--- config.mk ---
export PLATFORM = sky130hd
export DESIGN_NAME = lfl1402_line_peak_flat
export DESIGN_NICKNAME = d
export VERILOG_FILES = /design/src/rtl/lfl1402_line_peak_if.sv /design/src/rtl/lfl1402_line_peak.sv /design/src/flat_wrapper.sv
export SDC_FILE = /design/constraint.sdc
export NUM_CORES = 1
export LEC_CHECK = 0
export CAP_MARGIN = 20
export CORE_MARGIN = 5
export CORE_UTILIZATION = 30
export DETAILED_ROUTE_END_ITERATION = 8
export GPL_TIMING_DRIVEN = 0
export SLEW_MARGIN = 40
export SYNTH_ARGS = -nofsm -noshare
export SYNTH_HDL_FRONTEND = slang
export SYNTH_SLANG_ARGS = --single-unit
--- constraint.sdc ---
create_clock -name clk -period 3 [get_ports clk]
set_clock_uncertainty 0.15 [all_clocks]
set_input_delay 0.6 -clock clk [delete_from_list [all_inputs] [get_ports clk]]
set_output_delay 0.6 -clock clk [all_outputs]
set_load 0.01 [all_outputs]
--- src/rtl/lfl1402_line_peak_if.sv ---
// Sensor-side inputs and line-feature results of the LFL1402 line peak reducer.
interface lfl1402_line_peak_if #(
    parameter int unsigned DW = 8
) ();
    logic          clk_lfl1402;
    logic          clk_st_lfl1402;
    logic [DW-1:0] adc_data;
    logic [DW-1:0] thr;
    logic [DW-1:0] peak_val;
    logic [7:0]    peak_idx;
    logic [7:0]    above_cnt;
    logic [7:0]    first_idx;
    logic [7:0]    last_idx;
    logic          result_valid;
    logic          line_short;

    modport master (
        output clk_lfl1402, clk_st_lfl1402, adc_data, thr,
        input  peak_val, peak_idx, above_cnt, first_idx, last_idx, result_valid, line_short
    );

    modport slave (
        input  clk_lfl1402, clk_st_lfl1402, adc_data, thr,
        output peak_val, peak_idx, above_cnt, first_idx, last_idx, result_valid, line_short
    );
endinterface

--- src/rtl/lfl1402_line_peak.sv ---
// Samples the LFL1402 video ADC once per pixel and reduces each line to
// peak value/index, above-threshold count and first/last above-threshold index.
module lfl1402_line_peak #(
    parameter int unsigned NPIX       = 128,
    parameter int unsigned SAMPLE_DLY = 20,
    parameter int unsigned DW         = 8
) (
    input  logic clk,
    input  logic rst,
    lfl1402_line_peak_if.slave bus
);

    localparam int unsigned IW = 8;
    localparam int unsigned CW = (SAMPLE_DLY > 1) ? $clog2(SAMPLE_DLY) : 1;
    localparam logic [IW-1:0] LAST_PIX = IW'(NPIX - 1);
    localparam logic [CW-1:0] DLY_LOAD = CW'(SAMPLE_DLY - 1);

    typedef enum logic [2:0] {
        S_IDLE,
        S_ARM,
        S_WAIT,
        S_SAMPLE,
        S_DONE
    } state_t;

    state_t        state;
    state_t        state_nxt;

    logic          sclk_prev;
    logic          sclk_rise_c;
    logic          early_c;
    logic          start_c;
    logic          load_dly_c;
    logic          sample_c;
    logic          publish_c;

    logic [CW-1:0] dly_cnt;
    logic [IW-1:0] pix_idx;
    logic [IW-1:0] acc_max_idx;
    logic [IW-1:0] acc_cnt;
    logic [IW-1:0] acc_first;
    logic [IW-1:0] acc_last;
    logic [DW-1:0] acc_max;
    logic [DW-1:0] thr_lat;
    logic          seen_above;

    assign sclk_rise_c = bus.clk_lfl1402 & ~sclk_prev;

    // A start inside a line (after pixel 0 has been taken, or mid-sample) aborts it.
    assign early_c = sclk_rise_c & bus.clk_st_lfl1402 &
                     (((state == S_ARM) & (pix_idx != '0)) |
                      (state == S_WAIT) | (state == S_SAMPLE));

    // State register
    always_ff @(posedge clk) begin
        if (rst) begin
            state <= S_IDLE;
        end else begin
            state <= state_nxt;
        end
    end

    // Next-state logic
    always_comb begin
        state_nxt = state;
        case (state)
            S_IDLE: begin
                if (sclk_rise_c && bus.clk_st_lfl1402) begin
                    state_nxt = S_ARM;
                end
            end
            S_ARM: begin
                if (early_c) begin
                    state_nxt = S_ARM;
                end else if (sclk_rise_c && !bus.clk_st_lfl1402) begin
                    state_nxt = S_WAIT;
                end
            end
            S_WAIT: begin
                if (early_c) begin
                    state_nxt = S_ARM;
                end else if (dly_cnt <= CW'(1)) begin
                    state_nxt = S_SAMPLE;
                end
            end
            S_SAMPLE: begin
                if (early_c) begin
                    state_nxt = S_ARM;
                end else if (pix_idx == LAST_PIX) begin
                    state_nxt = S_DONE;
                end else begin
                    state_nxt = S_ARM;
                end
            end
            S_DONE: begin
                state_nxt = S_IDLE;
            end
            default: begin
                state_nxt = S_IDLE;
            end
        endcase
    end

    // Datapath control strobes
    always_comb begin
        start_c    = 1'b0;
        load_dly_c = 1'b0;
        sample_c   = 1'b0;
        publish_c  = 1'b0;
        case (state)
            S_IDLE:   start_c    = sclk_rise_c & bus.clk_st_lfl1402;
            S_ARM:    load_dly_c = sclk_rise_c & ~bus.clk_st_lfl1402;
            S_SAMPLE: sample_c   = ~early_c;
            S_DONE:   publish_c  = 1'b1;
            default:  ;
        endcase
        if (early_c) begin
            start_c = 1'b1;
        end
    end

    // Accumulators, settling counter and registered results
    always_ff @(posedge clk) begin
        if (rst) begin
            sclk_prev        <= 1'b0;
            dly_cnt          <= '0;
            pix_idx          <= '0;
            acc_max          <= '0;
            acc_max_idx      <= '0;
            acc_cnt          <= '0;
            acc_first        <= '0;
            acc_last         <= '0;
            seen_above       <= 1'b0;
            thr_lat          <= '0;
            bus.peak_val     <= '0;
            bus.peak_idx     <= '0;
            bus.above_cnt    <= '0;
            bus.first_idx    <= '0;
            bus.last_idx     <= '0;
            bus.result_valid <= 1'b0;
            bus.line_short   <= 1'b0;
        end else begin
            sclk_prev        <= bus.clk_lfl1402;
            bus.result_valid <= publish_c;
            bus.line_short   <= early_c;

            if (start_c) begin
                thr_lat     <= bus.thr;
                pix_idx     <= '0;
                acc_max     <= '0;
                acc_max_idx <= '0;
                acc_cnt     <= '0;
                acc_first   <= '0;
                acc_last    <= '0;
                seen_above  <= 1'b0;
            end

            if (load_dly_c) begin
                dly_cnt <= DLY_LOAD;
            end else if ((state == S_WAIT) && (dly_cnt != '0)) begin
                dly_cnt <= dly_cnt - CW'(1);
            end

            if (sample_c) begin
                // Strict compare keeps the lowest index on ties.
                if ((bus.adc_data > acc_max) || (pix_idx == '0)) begin
                    acc_max     <= bus.adc_data;
                    acc_max_idx <= pix_idx;
                end
                if (bus.adc_data > thr_lat) begin
                    acc_cnt  <= acc_cnt + IW'(1);
                    acc_last <= pix_idx;
                    if (!seen_above) begin
                        acc_first  <= pix_idx;
                        seen_above <= 1'b1;
                    end
                end
                if (pix_idx != LAST_PIX) begin
                    pix_idx <= pix_idx + IW'(1);
                end
            end

            if (publish_c) begin
                bus.peak_val  <= acc_max;
                bus.peak_idx  <= acc_max_idx;
                bus.above_cnt <= acc_cnt;
                bus.first_idx <= acc_first;
                bus.last_idx  <= acc_last;
            end
        end
    end

endmodule

--- src/flat_wrapper.sv ---
// flat-port wrapper written by rule: the top's interface ports become plain ports
module lfl1402_line_peak_flat 
#(
    parameter int unsigned NPIX       = 128,
    parameter int unsigned SAMPLE_DLY = 20,
    parameter int unsigned DW         = 8
)
  (clk, rst, bus_clk_lfl1402, bus_clk_st_lfl1402, bus_adc_data, bus_thr, bus_peak_val, bus_peak_idx, bus_above_cnt, bus_first_idx, bus_last_idx, bus_result_valid, bus_line_short);
  lfl1402_line_peak_if #(.DW(DW)) bus_i ();
  input  logic clk;
  input  logic rst;
  input wire logic [$bits(bus_i.clk_lfl1402)-1:0] bus_clk_lfl1402;
  input wire logic [$bits(bus_i.clk_st_lfl1402)-1:0] bus_clk_st_lfl1402;
  input wire logic [$bits(bus_i.adc_data)-1:0] bus_adc_data;
  input wire logic [$bits(bus_i.thr)-1:0] bus_thr;
  output wire logic [$bits(bus_i.peak_val)-1:0] bus_peak_val;
  output wire logic [$bits(bus_i.peak_idx)-1:0] bus_peak_idx;
  output wire logic [$bits(bus_i.above_cnt)-1:0] bus_above_cnt;
  output wire logic [$bits(bus_i.first_idx)-1:0] bus_first_idx;
  output wire logic [$bits(bus_i.last_idx)-1:0] bus_last_idx;
  output wire logic [$bits(bus_i.result_valid)-1:0] bus_result_valid;
  output wire logic [$bits(bus_i.line_short)-1:0] bus_line_short;
  assign bus_i.clk_lfl1402 = bus_clk_lfl1402;
  assign bus_i.clk_st_lfl1402 = bus_clk_st_lfl1402;
  assign bus_i.adc_data = bus_adc_data;
  assign bus_i.thr = bus_thr;
  assign bus_peak_val = bus_i.peak_val;
  assign bus_peak_idx = bus_i.peak_idx;
  assign bus_above_cnt = bus_i.above_cnt;
  assign bus_first_idx = bus_i.first_idx;
  assign bus_last_idx = bus_i.last_idx;
  assign bus_result_valid = bus_i.result_valid;
  assign bus_line_short = bus_i.line_short;
  lfl1402_line_peak #(.NPIX(NPIX), .SAMPLE_DLY(SAMPLE_DLY), .DW(DW)) u_core (.clk(clk), .rst(rst), .bus(bus_i));
endmodule
After elaboration in Yosys (flattened, before gate mapping)
Cells that the tools add are included.
{ "op_classes": {"addsub": 3, "n_mul": 0, "div_mod_pow": 0, "magnitude_cmp": 3, "n_eq_ne": 9, "shift": 0, "n_mux": 38, "n_bitwise": 10, "reduce_logical": 12} }
{ "op_table": {"columns": ["cell", "n"], "rows": [
  ["two-way mux 8 bit", 19],
  ["two-way mux 3 bit", 7],
  ["adder 8 x 1 -> 8 bit (second input constant)", 2],
  ["> comparator 8 bit", 2],
  ["case mux 3 bit (4 select lines)", 1],
  ["two-way mux 5 bit", 2],
  ["two-way mux 1 bit", 9],
  ["== test 8 x 7 -> 1 bit (second input constant)", 1],
  ["logical NOT 8 bit", 1],
  ["inequality test 8 x 7 -> 1 bit (second input constant)", 1],
  ["nonzero test 8 bit", 1],
  ["== test 3 x 2 -> 1 bit (second input constant)", 2],
  ["bitwise AND 1 bit", 5],
  ["<= comparator 5 x 1 -> 1 bit (second input constant)", 1],
  ["nonzero test 5 bit", 1],
  ["subtractor 5 x 1 -> 5 bit (second input constant)", 1],
  ["== test 3 x 1 -> 1 bit (second input constant)", 1],
  ["== test 3 bit (second input constant)", 1],
  ["logical AND 1 bit", 3],
  ["logical NOT 3 bit", 1],
  ["inequality test 3 x 1 -> 1 bit (second input constant)", 1],
  ["inequality test 3 x 2 -> 1 bit (second input constant)", 1],
  ["inverter 1 bit", 3],
  ["AND reduction 3 bit", 1],
  ["other kinds (6)", 7]
]} }
{ "word_totals": {"register_bits": 108, "latch_bits": 0, "ram_bits": 0, "rom_bits": 0, "word_cells": 94, "n_memories": 0} }

Longest topological paths before layout
{ "logic_depth": {"word_depth": 10, "mapped_depth": 9} }

Least setup slack after synthesis
No wires, ideal clock.
{ "synth_path": {"path_type": "input to register", "from": "input bus_adc_data[1]", "to": "register u_core.acc_max[6]", "setup_ns": 0.072, "arrival_time_ns": 2.235, "required_ns": 2.778, "slack_ns": 0.544, "cell_stages": 8, "path_cell_list": "ha_1 > nor2b_1 > o211ai_1 > a21oi_1 > o22a_1 > o21ai_2 > buf_2 > mux2i_1"} }
{ "synth_between": {"elab_chain_cells": 4} }
{ "synth_lines": {"columns": ["element", "line_no", "rtl"], "rows": [
  ["start: declaration", "flat_wrapper.sv:14", "input wire logic [$bits(bus_i.adc_data)-1:0] bus_adc_data;"],
  ["> comparator 8 bit", "lfl1402_line_peak.sv:166", "if ((bus.adc_data > acc_max) || (pix_idx == '0)) begin"],
  ["logical OR 1 bit", "lfl1402_line_peak.sv:166", null],
  ["two-way mux 8 bit", "lfl1402_line_peak.sv:166", null],
  ["two-way mux 8 bit", "lfl1402_line_peak.sv:164", "if (sample_c) begin"],
  ["end signal: assignment", "lfl1402_line_peak.sv:167", "acc_max <= bus.adc_data;"],
  ["end: declaration", "lfl1402_line_peak.sv:43", "logic [DW-1:0] acc_max;"]
]} }
No other way between the ends.
A chain may end at the register's enable or synchronous reset.

Final worst setup path
{ "layout_path": {"from": "input bus_adc_data[1]", "to": "register u_core.acc_last[2]"} }
{ "layout_between": {"elab_chain_cells": 3} }
{ "layout_lines": {"columns": ["element", "line_no", "rtl"], "rows": [
  ["> comparator 8 bit", "lfl1402_line_peak.sv:170", "if (bus.adc_data > thr_lat) begin"],
  ["two-way mux 8 bit", "lfl1402_line_peak.sv:170", null],
  ["two-way mux 8 bit", "lfl1402_line_peak.sv:164", null],
  ["end signal: assignment", "lfl1402_line_peak.sv:172", "acc_last <= pix_idx;"],
  ["end: declaration", "lfl1402_line_peak.sv:42", "logic [IW-1:0] acc_last;"]
]} }
No other way between the ends.

==> summary.md <==
| Metric | Value |
|---|---|
| Status | `finished clean` |
| Final hold violations | `0` |
| Most frequent cells in the layout | `152 x nand2_1, 108 x dfxtp_1, 73 x a21oi_1, 60 x clkdlybuf4s50_1` |
| Clk buf depth | `2` |
| Most used DFF post-synth | `dfxtp_1` |
| Clock tree root driver cell | `clkbuf_16` |
| Fin nets | `682` |
| ANT nets after route | `0` |
| Sequential cell area fraction in the yosys report | `0.460` |
| Worst Path Arrival | `2960 ps` |
| Vias in the first global route | `4,097` |
| Req. time, crit path | `3130 ps` |
| Largest net degree at the start of global routing | `20` |
| Worst skew pair latency | `350 ps` |
| Net count after synthesis | `611` |
| Worst r2r path cells | `9` |
| TritonCTS Buffers | `9` |
| First-pass GRT wire length | `20,000 um` |
| GP Congestion | `0.850` |
| DP Wirelength | `9020 um` |
| Setup TNS | `0 ps` |
| Synth cell types | `51` |
| F_max | `354 MHz` |
| WL/cell | `13.8 um` |
| Crit. End Element | `flip-flop` |
| Standard-cell row count | `45` |
| ANT cells | `0` |
| Internal Power | `2.25 mW` |
| #FFs+latches synth | `108` |
| Reg power frac | `0.498` |
| Worst-path clk slew | `70 ps` |
| Util after Layout | `0.387` |
| Post-CTS Hold Buffers | `0` |
| Unrepaired setup endpoints after global routing | `false` |
| Fin crit period | `2830 ps` |
| Total track usage | `0.136` |
| Iter 0 DRT Violations | `189` |
| Fin area | `0.00590 mm^2` |
| Yosys warning total | `0` |
| Worst hold margin | `307 ps` |
| Area grow syn2layout | `25.6%` |
| Initial DRT Pass Iterations | `4` |
| Post-synth EDFFs | `0` |
| Gr ovfl total | `0` |
| Initial antenna violation count | `0` |
| H-tree depth | `3` |
| Max-slew violations | `0` |
| Hold Crit Endpoint | `u_core.bus.peak_idx[4]` |
| Final setup viols | `0` |
| Worst r2r src | `u_core.thr_lat[1]` |
| Clock power share | `0.449` |
| Reg2Reg Setup Slack | `570 ps` |
| Crit path largest cell delay | `490 ps` |
| Max_slew headroom | `0.621` |
| Startpoint class of the critical path | `input port` |
| Commonest non-fill, non-tap cell in the layout | `nand2_1` |
| Sw Pwr | `0.663 mW` |
| CTS tree | `yes` |
| Layout cell share with drive strength beyond 1 | `0.0620` |
| Max IR drop VDD | `0.272 mV` |
| I/O pin count | `62` |
| Core area | `0.0153 mm^2` |
| WL final | `11,800 um` |
| Die Ht | `135 um` |
| CP max stage cell | `o31ai_4` |
| PD cells | `493 mW/mm^2` |
| Syn Std Cell Area | `0.00470 mm^2` |
| CP Cell Sequence | `clkdlybuf4s50_1 > ha_1 > nor2b_1 > o211ai_1 > a21oi_1 > o31ai_4 > buf_2 > nand3_1 > a21oi_1` |
| Cells after synthesis | `569` |
| Max Cap Viol | `0` |
| Hold crit path type | `flip-flop to flip-flop` |
| Crit Path Category | `input port to flip-flop` |
| Leak | `2.06 nW` |
| Syn_area_per_cell | `8.26 um^2` |
| Setup bufs post-CTS | `0` |
| HP Start | `u_core.acc_max_idx[4]` |
| Sw Ratio | `0.228` |
| Top cell by count, worst path | `a21oi_1` |
| Via density | `4.84` |
| TritonCTS Sinks | `108` |
| Die Width | `135 um` |
| Worst flop-to-flop path endpoint | `u_core.acc_last[2]` |
| Drt drc | `0` |
| Initial Utilization | `0.308` |
| Die ar. | `0.0183 mm^2` |
| Placed Area | `0.00556 mm^2` |
| Fin crit share | `0.942` |
| Share of flip-flops with an asynchronous set or reset | `0` |
| Crit path max fanout | `10` |
| Hold path cells | `2` |
| Worst-Margin Slew | `568 ps` |
| Comb power frac | `0.053` |
| PortBufs | `60` |
| Vias | `4,144` |
## critical path: cells and delay by family
kind            cells  cell delay [ps]
simple gates        2              230
compound gates      4              980
buf+inv             2              810
fa+ha+maj           1              330
## through the flow
stage | cells | power [mW] | setup WS (ps)
after floorplan | 569 | 1.57 | 544
after global placement | 840 | 1.63 | -197
after detailed placement | 840 | 1.64 | -250
after CTS | 856 | 2.95 | 124
after global routing | 856 | 3.04 | 3.63
final | 856 | 2.91 | 175
## power by group through the flow
stage / sequential (mW) / combinational [mW] / clock (mW)
6_report: 1.45 / 0.155 / 1.31
5_1_grt: 1.45 / 0.176 / 1.41
4_1_cts: 1.45 / 0.156 / 1.35
3_5_place_dp: 1.48 / 0.156 / 0
3_3_place_gp: 1.48 / 0.151 / 0
2_1_floorplan: 1.48 / 0.0940 / 0
## cell families (layout without fill, tap and decap cells)
group | count (synthesis) | in the layout | synth area share
AO/OA/AOI/OAI | 122 | 122 | 0.160
XOR/XNOR | 6 | 6 | 0.0112
adder cells (fa/ha/maj) | 22 | 22 | 0.0586
buffers and inverters | 56 | 132 | 0.0487
flip-flops | 108 | 108 | 0.460
multiplexers | 16 | 16 | 0.0341
AND/OR/NAND/NOR | 239 | 239 | 0.228
## cell type report
type | count | area, um^2
fillers | 1546 | 9360
plain buffers | 31 | 135
repair buffers | 60 | 601
inverters | 25 | 93.8
well taps | 211 | 264
flip-flops and latches | 108 | 2160
clock inverters | 7 | 106
clock buffers | 9 | 225
multi-input cells | 405 | 2320
## cell usage after synthesis, types with 3 or more instances
| cell type | number | area (um^2) |
|---|---|---|
| nand2_1 | 152 | 571 |
| dfxtp_1 | 108 | 2160 |
| a21oi_1 | 73 | 365 |
| ha_1 | 22 | 275 |
| inv_1 | 22 | 82.6 |
| clkbuf_1 | 21 | 78.8 |
| nand3_1 | 19 | 95.1 |
| mux2i_1 | 16 | 160 |
| nor2_1 | 16 | 60.1 |
| o21ai_0 | 16 | 80.1 |
| nor3_1 | 11 | 55.1 |
| o211ai_1 | 10 | 75.1 |
| nor4_1 | 9 | 56.3 |
| buf_2 | 6 | 30.0 |
| a211o_1 | 5 | 43.8 |
| nand4_1 | 5 | 31.3 |
| xor2_1 | 4 | 35.0 |
| a211oi_1 | 3 | 22.5 |
| and3_1 | 3 | 18.8 |
| nand2b_1 | 3 | 18.8 |
| nor2_2 | 3 | 18.8 |
| nor2b_1 | 3 | 18.8 |
## how the worst max path moves through the flow
stage                         start               endpoint  slack [ps]  cells after the start
global placement    bus_adc_data[1]  u_core.acc_max_idx[1]        -200                      9
global route        bus_adc_data[5]     u_core.acc_last[2]           4                      8
CTS                 bus_adc_data[1]  u_core.acc_max_idx[6]         120                      9
detailed placement  bus_adc_data[1]  u_core.acc_max_idx[6]        -250                      9
floorplan           bus_adc_data[1]      u_core.acc_max[6]         540                      8
finish              bus_adc_data[1]     u_core.acc_last[2]         170                      9
## routing by layer
| layer | GRT usage | share of wire |
|---|---|---|
| met5 | 0 | 0 |
| met3 | 0.0416 | 0.048 |
| met2 | 0.229 | 0.49 |
| met1 | 0.168 | 0.45 |
| met4 | 0.0403 | 0.013 |
## repair_timing
item / 4_1_cts / 5_1_grt
endpoints found under the setup margin: 0 / 4
resized for setup: 0 / 1
hold endpoints to repair: 0 / 0
(Power assumes the default switching activity.)
